===== src/rtl/cpu_axi_lite_master.sv =====
// Single-outstanding AXI4-Lite master behind the CPU address converter.
// Turns one decoded AXI-type request into one read or write and returns a byte plus a done pulse.
module cpu_axi_lite_master #(
   parameter logic [2:0] AXI_PROT      = 3'b000,
   parameter logic [7:0] ERR_RDATA     = 8'hFF,
   parameter logic [2:0] ADDR_TYPE_AXI = 3'd3
) (
   input  logic        clk,
   input  logic        rst,
   input  logic        req_valid,
   output logic        req_ready,
   input  logic        req_is_read,
   input  logic [2:0]  req_addr_type,
   input  logic [31:0] req_A32,
   input  logic [31:0] req_D32,
   input  logic [3:0]  req_wstrb,
   output logic        rsp_valid,
   output logic [7:0]  rsp_rdata,
   output logic        rsp_err,
   output logic [31:0] m_axi_awaddr,
   output logic [2:0]  m_axi_awprot,
   output logic        m_axi_awvalid,
   input  logic        m_axi_awready,
   output logic [31:0] m_axi_wdata,
   output logic [3:0]  m_axi_wstrb,
   output logic        m_axi_wvalid,
   input  logic        m_axi_wready,
   input  logic [1:0]  m_axi_bresp,
   input  logic        m_axi_bvalid,
   output logic        m_axi_bready,
   output logic [31:0] m_axi_araddr,
   output logic [2:0]  m_axi_arprot,
   output logic        m_axi_arvalid,
   input  logic        m_axi_arready,
   input  logic [31:0] m_axi_rdata,
   input  logic [1:0]  m_axi_rresp,
   input  logic        m_axi_rvalid,
   output logic        m_axi_rready
);

   typedef enum logic [2:0] {IDLE, WR_AW_W, WR_B, RD_AR, RD_R, DONE} state_t;

   state_t      state_q, state_d;
   logic        awvalid_q, awvalid_d;
   logic        wvalid_q, wvalid_d;
   logic        arvalid_q, arvalid_d;
   logic [31:0] addr_q, addr_d;
   logic [31:0] data_q, data_d;
   logic [3:0]  strb_q, strb_d;
   logic [1:0]  lane_q, lane_d;
   logic [7:0]  rdata_q, rdata_d;
   logic        err_q, err_d;
   logic [7:0]  lane_byte;

   always_ff @(posedge clk or posedge rst) begin
      if (rst) begin
         state_q   <= IDLE;
         awvalid_q <= 1'b0;
         wvalid_q  <= 1'b0;
         arvalid_q <= 1'b0;
         addr_q    <= '0;
         data_q    <= '0;
         strb_q    <= '0;
         lane_q    <= '0;
         rdata_q   <= '0;
         err_q     <= 1'b0;
      end else begin
         state_q   <= state_d;
         awvalid_q <= awvalid_d;
         wvalid_q  <= wvalid_d;
         arvalid_q <= arvalid_d;
         addr_q    <= addr_d;
         data_q    <= data_d;
         strb_q    <= strb_d;
         lane_q    <= lane_d;
         rdata_q   <= rdata_d;
         err_q     <= err_d;
      end
   end

   // Byte lane picked by the address offset latched at acceptance.
   always_comb begin
      lane_byte = m_axi_rdata[7:0];
      case (lane_q)
         2'b00: lane_byte = m_axi_rdata[7:0];
         2'b01: lane_byte = m_axi_rdata[15:8];
         2'b10: lane_byte = m_axi_rdata[23:16];
         2'b11: lane_byte = m_axi_rdata[31:24];
         default: lane_byte = m_axi_rdata[7:0];
      endcase
   end

   always_comb begin
      state_d   = state_q;
      awvalid_d = awvalid_q;
      wvalid_d  = wvalid_q;
      arvalid_d = arvalid_q;
      addr_d    = addr_q;
      data_d    = data_q;
      strb_d    = strb_q;
      lane_d    = lane_q;
      rdata_d   = rdata_q;
      err_d     = err_q;
      case (state_q)
         IDLE: begin
            if (req_valid && (req_addr_type == ADDR_TYPE_AXI)) begin
               addr_d = req_A32;
               data_d = req_D32;
               strb_d = req_wstrb;
               lane_d = req_A32[1:0];
               if (req_is_read) begin
                  arvalid_d = 1'b1;
                  state_d   = RD_AR;
               end else begin
                  awvalid_d = 1'b1;
                  wvalid_d  = 1'b1;
                  state_d   = WR_AW_W;
               end
            end
         end
         WR_AW_W: begin
            // AW and W retire independently; move on once neither is outstanding.
            if (m_axi_awready) awvalid_d = 1'b0;
            if (m_axi_wready)  wvalid_d  = 1'b0;
            if ((!awvalid_q || m_axi_awready) && (!wvalid_q || m_axi_wready))
               state_d = WR_B;
         end
         WR_B: begin
            if (m_axi_bvalid) begin
               err_d   = (m_axi_bresp != 2'b00);
               state_d = DONE;
            end
         end
         RD_AR: begin
            if (m_axi_arready) begin
               arvalid_d = 1'b0;
               state_d   = RD_R;
            end
         end
         RD_R: begin
            if (m_axi_rvalid) begin
               if (m_axi_rresp != 2'b00) begin
                  rdata_d = ERR_RDATA;
                  err_d   = 1'b1;
               end else begin
                  rdata_d = lane_byte;
                  err_d   = 1'b0;
               end
               state_d = DONE;
            end
         end
         DONE:    state_d = IDLE;
         default: state_d = IDLE;
      endcase
   end

   assign req_ready     = (state_q == IDLE);
   assign rsp_valid     = (state_q == DONE);
   assign rsp_rdata     = rdata_q;
   assign rsp_err       = err_q;
   assign m_axi_awaddr  = addr_q;
   assign m_axi_awprot  = AXI_PROT;
   assign m_axi_awvalid = awvalid_q;
   assign m_axi_wdata   = data_q;
   assign m_axi_wstrb   = strb_q;
   assign m_axi_wvalid  = wvalid_q;
   assign m_axi_bready  = (state_q == WR_B);
   assign m_axi_araddr  = addr_q;
   assign m_axi_arprot  = AXI_PROT;
   assign m_axi_arvalid = arvalid_q;
   assign m_axi_rready  = (state_q == RD_R);

endmodule


===== config.mk =====
export PLATFORM = sky130hd
export DESIGN_NAME = cpu_axi_lite_master
export DESIGN_NICKNAME = d
export VERILOG_FILES = /design/src/rtl/cpu_axi_lite_master.sv
export SDC_FILE = /design/constraint.sdc
export NUM_CORES = 1
export LEC_CHECK = 0
export BUFFER_PORTS_ARGS = -buffer_cell sky130_fd_sc_hd__buf_4
export CAP_MARGIN = 20
export CELL_PAD_IN_SITES_DETAIL_PLACEMENT = 1
export CELL_PAD_IN_SITES_GLOBAL_PLACEMENT = 2
export CORE_ASPECT_RATIO = 0.9
export CORE_MARGIN = 8
export CORE_UTILIZATION = 28
export CTS_CLUSTER_DIAMETER = 60
export DETAILED_ROUTE_END_ITERATION = 8
export PLACE_DENSITY_LB_ADDON = 0.05
export SYNTH_ARGS = -nofsm -noshare
export SYNTH_HDL_FRONTEND = slang
export SYNTH_SLANG_ARGS = --single-unit

===== constraint.sdc =====
create_clock -name clk -period 4.6 [get_ports clk]
set_input_delay 0.23 -clock clk [delete_from_list [all_inputs] [get_ports clk]]
set_output_delay 0.23 -clock clk [all_outputs]
set_load 0.005 [all_outputs]

==> run summary <==
STATUS
----------------------------------------------------------------------------
Outcome                                                         complete, no violations

CLOCKING
----------------------------------------------------------------------------
Clock insertion delay at the later pin of the skew report            0.34 ns
Maximum number of buffers from clock root to sink                          2
TritonCTS clock tree                                                   built
Buffers inserted by post-CTS timing repair                                 0
Number of gates given a new drive strength after cts                       0
Clock transition at path regs                                        0.06 ns
Number of buffers added by the clock tree synthesis step                   9
Post-cts hold buffer count                                                 1
Clock Sinks                                                               83
Clk root buf                                                    sky130_fd_sc_hd__clkbuf_16
Max H-tree Level                                                           3

SETUP PATH
----------------------------------------------------------------------------
Data required time at the worst endpoint                             4.81 ns
Data arrival at the endpoint of the critical path                    2.31 ns
CP max FO                                                                 68
Startpoint-to-endpoint class of the critical path                    reg2reg
Critical path launch point type                                         flop
CP endpoint kind                                                        flop

PLACEMENT
----------------------------------------------------------------------------
Place WS                                                             2.51 ns
IO buf count                                                             231
Final HPWL DP                                                        9.59 mm
Routability-driven placement congestion ratio                          0.715

TIMING
----------------------------------------------------------------------------
Post-route setup slack                                               2.51 ns
Sum Neg Setup Slack                                                     0 ns
Setup repair after global routing missed its margin                    false
Hold WS                                                             0.118 ns
Crit path time final                                                 2.09 ns
Final setup viols                                                          0
Final slew viol count                                                      0
Highest clock rate                                                 0.478 GHz
Number of hold violations in the final report                              0
Fin Clk Skew                                                      0.00687 ns
Worst-case headroom to the max-slew limit                              0.307
Final worst path period share                                          0.455
Worst Max-Slew Pin Slew                                              1.04 ns

FINISH
----------------------------------------------------------------------------
Final net count                                                          580
ANT cells                                                                  0
Share of post-route cells with drive strength above 1                  0.701
Area growth from synthesis to final layout                             50.6%
Most frequent cells in the layout                               sky130_fd_sc_hd__buf_4 (232), sky130_fd_sc_hd__dfrtp_1 (83), sky130_fd_sc_hd__mux2_2 (48)
Core Util, Final                                                       0.432
Most common library cell in the layout ignoring fill and taps   sky130_fd_sc_hd__buf_4

ROUTING
----------------------------------------------------------------------------
Number of antenna-violating nets in the routed design                      0
Detailed-route DRC error count                                             0
Violation count after the first detailed-routing iteration                83
Pre-antenna DRT Iters                                                      4
Post-Route WL                                                        12.2 mm
Number of vias after detailed routing                                  2,794
Avg WL per Cell                                                      19.1 µm
Average vias per placed instance                                        4.39

POWER
----------------------------------------------------------------------------
Areal power density over the cells                                640 nW/µm²
Net Switching                                                        1080 µW
Seq pwr share                                                          0.372
Combinational cell fraction of total power                             0.413
Pint                                                                 2630 µW
Switching fraction of total power                                      0.292
IR drop worst, VDD                                                    270 µV
Clock network power share                                              0.215
Sum of internal, switching and leakage power                         3710 µW
Total leakage power                                               0.00296 µW

YOSYS
----------------------------------------------------------------------------
Yosys cell types                                                          37
Post-synth design cell area                                         3850 µm²
Number of standard cells after synthesis                                 266
Seq cells post-synth                                                      83
Sequential fraction of the synthesis area                              0.539
Mean instance size in the synthesized netlist                       14.5 µm²
Total number of yosys warnings                                             0

GRT
----------------------------------------------------------------------------
Pin count of the biggest net entering global routing                      69
Global-route total usage across every layer                            0.137
Antenna violations before repair                                           0
GR Overflow Total                                                          0
Via count of the first global-routing pass                             3,141
Global-route wire length before repair                               18.8 mm

DIE
----------------------------------------------------------------------------
Starting Density                                                       0.287
I/O Pins                                                                 238
Count of standard-cell rows                                               40
Overall die width                                                     140 µm
Placeable core area                                               13,400 µm²
Die height                                                            127 µm
Die Footprint                                                     17,800 µm²

RUN
----------------------------------------------------------------------------
Number of violations of the max-capacitance limit                          0

MIN PATH
----------------------------------------------------------------------------
Hold crit path type                                                   in2reg

## layout make-up
class                           instances  area [µm²]
Fill cell                            1447        7610
Sequential cell                        83        2080
Timing Repair Buffer                  233        1750
Multi-Input combinational cell        132        1410
Clock buffer                           13         260
Tap cell                              168         210
Clock inverter                          3        68.8
Inverter                                5        20.0
## stage by stage
step / instances / cell area, µm²
final: 637 / 5800
after detailed placement: 620 / 5460
after CTS: 637 / 5800
after floorplan: 271 / 3870
after global placement: 620 / 5460
after global routing: 637 / 5800
## cell usage after synthesis
| cell | n | area [µm²] |
|---|---|---|
| sky130_fd_sc_hd__o21bai_1 | 1 | 7.51 |
| sky130_fd_sc_hd__buf_1 | 1 | 3.75 |
| sky130_fd_sc_hd__nor3_4 | 1 | 16.3 |
| sky130_fd_sc_hd__o21ai_0 | 2 | 10.0 |
| sky130_fd_sc_hd__and4bb_1 | 1 | 12.5 |
| sky130_fd_sc_hd__nor2_1 | 4 | 15.0 |
| sky130_fd_sc_hd__nor3b_1 | 1 | 7.51 |
| sky130_fd_sc_hd__clkbuf_2 | 2 | 10.0 |
| sky130_fd_sc_hd__and4b_1 | 1 | 10.0 |
| sky130_fd_sc_hd__inv_1 | 5 | 18.8 |
| sky130_fd_sc_hd__o31a_1 | 1 | 8.76 |
| sky130_fd_sc_hd__nand4b_1 | 1 | 8.76 |
| sky130_fd_sc_hd__buf_6 | 3 | 33.8 |
| sky130_fd_sc_hd__mux2_2 | 48 | 541 |
| sky130_fd_sc_hd__o2111ai_1 | 1 | 8.76 |
| sky130_fd_sc_hd__mux4_2 | 8 | 180 |
| sky130_fd_sc_hd__buf_2 | 7 | 35.0 |
| sky130_fd_sc_hd__nand3b_1 | 2 | 15.0 |
| sky130_fd_sc_hd__conb_1 | 1 | 3.75 |
| sky130_fd_sc_hd__nor2b_1 | 2 | 12.5 |
| sky130_fd_sc_hd__or2_2 | 1 | 6.26 |
| sky130_fd_sc_hd__nand3_1 | 1 | 5.00 |
| sky130_fd_sc_hd__nor3_1 | 2 | 10.0 |
| sky130_fd_sc_hd__a21boi_0 | 2 | 15.0 |
| sky130_fd_sc_hd__nand2_2 | 2 | 12.5 |
| sky130_fd_sc_hd__a21oi_1 | 3 | 15.0 |
| sky130_fd_sc_hd__a32oi_1 | 1 | 8.76 |
| sky130_fd_sc_hd__dfrtp_1 | 83 | 2080 |
| sky130_fd_sc_hd__o22ai_1 | 1 | 6.26 |
| sky130_fd_sc_hd__or3b_2 | 2 | 17.5 |
| sky130_fd_sc_hd__mux2_4 | 20 | 300 |
| sky130_fd_sc_hd__nand2b_1 | 3 | 18.8 |
| sky130_fd_sc_hd__or3b_1 | 1 | 8.76 |
| sky130_fd_sc_hd__nand2_1 | 2 | 7.51 |
| sky130_fd_sc_hd__buf_4 | 38 | 285 |
| sky130_fd_sc_hd__o22a_1 | 10 | 87.6 |
| sky130_fd_sc_hd__o32a_1 | 1 | 10.0 |
## per-layer routing
layer,GRT usage,share of wire,vias up
met5,0,0,-
met4,0.0287,0.0077,0
met3,0.0812,0.11,6
met2,0.229,0.51,119
met1,0.147,0.37,1379
li1,-,-,1290
## registers in the layout (all words and copies together) (netlist names), 3 cells and up
register	count
state_q	3
m_axi_wstrb	4
rsp_rdata	8
m_axi_araddr	32
m_axi_wdata	32
## critical path: stages, from the launching register on
cell                      delay [ns]
sky130_fd_sc_hd__dfrtp_1        0.53
sky130_fd_sc_hd__nor3_4         0.31
sky130_fd_sc_hd__nand2_4        0.55
sky130_fd_sc_hd__mux2_2         0.51
## power by group through the flow
stage                     sequential (µW)  clock [µW]  combinational [µW]
final                                1380         798                1530
after detailed placement             1400           0                1570
after global routing                 1450         858                1660
after global placement               1370           0                1560
after floorplan                      1320           0                 811
after CTS                            1390         831                1570
## final timing paths
| kind | slack (ns) | from | cells past startpoint | end |
|---|---|---|---|---|
| min in group asynchronous | 0.54 | rst | 3 | m_axi_araddr[12] |
| worst max register to register | 2.51 | state_q[0] | 3 | m_axi_araddr[1] |
| worst min register to register | 0.50 | m_axi_arvalid | 2 | m_axi_arvalid |
| max in group asynchronous | 3.00 | rst | 4 | rsp_rdata[6] |
| worst min-delay path | 0.12 | req_A32[30] | 2 | m_axi_araddr[30] |
| worst max-delay path | 2.51 | state_q[0] | 3 | m_axi_araddr[1] |
## logic make-up (layout without fill, tap and decap cells)
logic type / after synthesis / after routing / share of synthesized area
buffers and inverters: 56 / 254 / 0.100
AND/OR/NAND/NOR: 27 / 27 / 0.0478
other: 1 / 6 / 0.000974
AO/OA/AOI/OAI: 23 / 23 / 0.0461
multiplexers: 76 / 76 / 0.265
flip-flops: 83 / 83 / 0.539
Note: power is estimated with default switching activity, not from simulation.
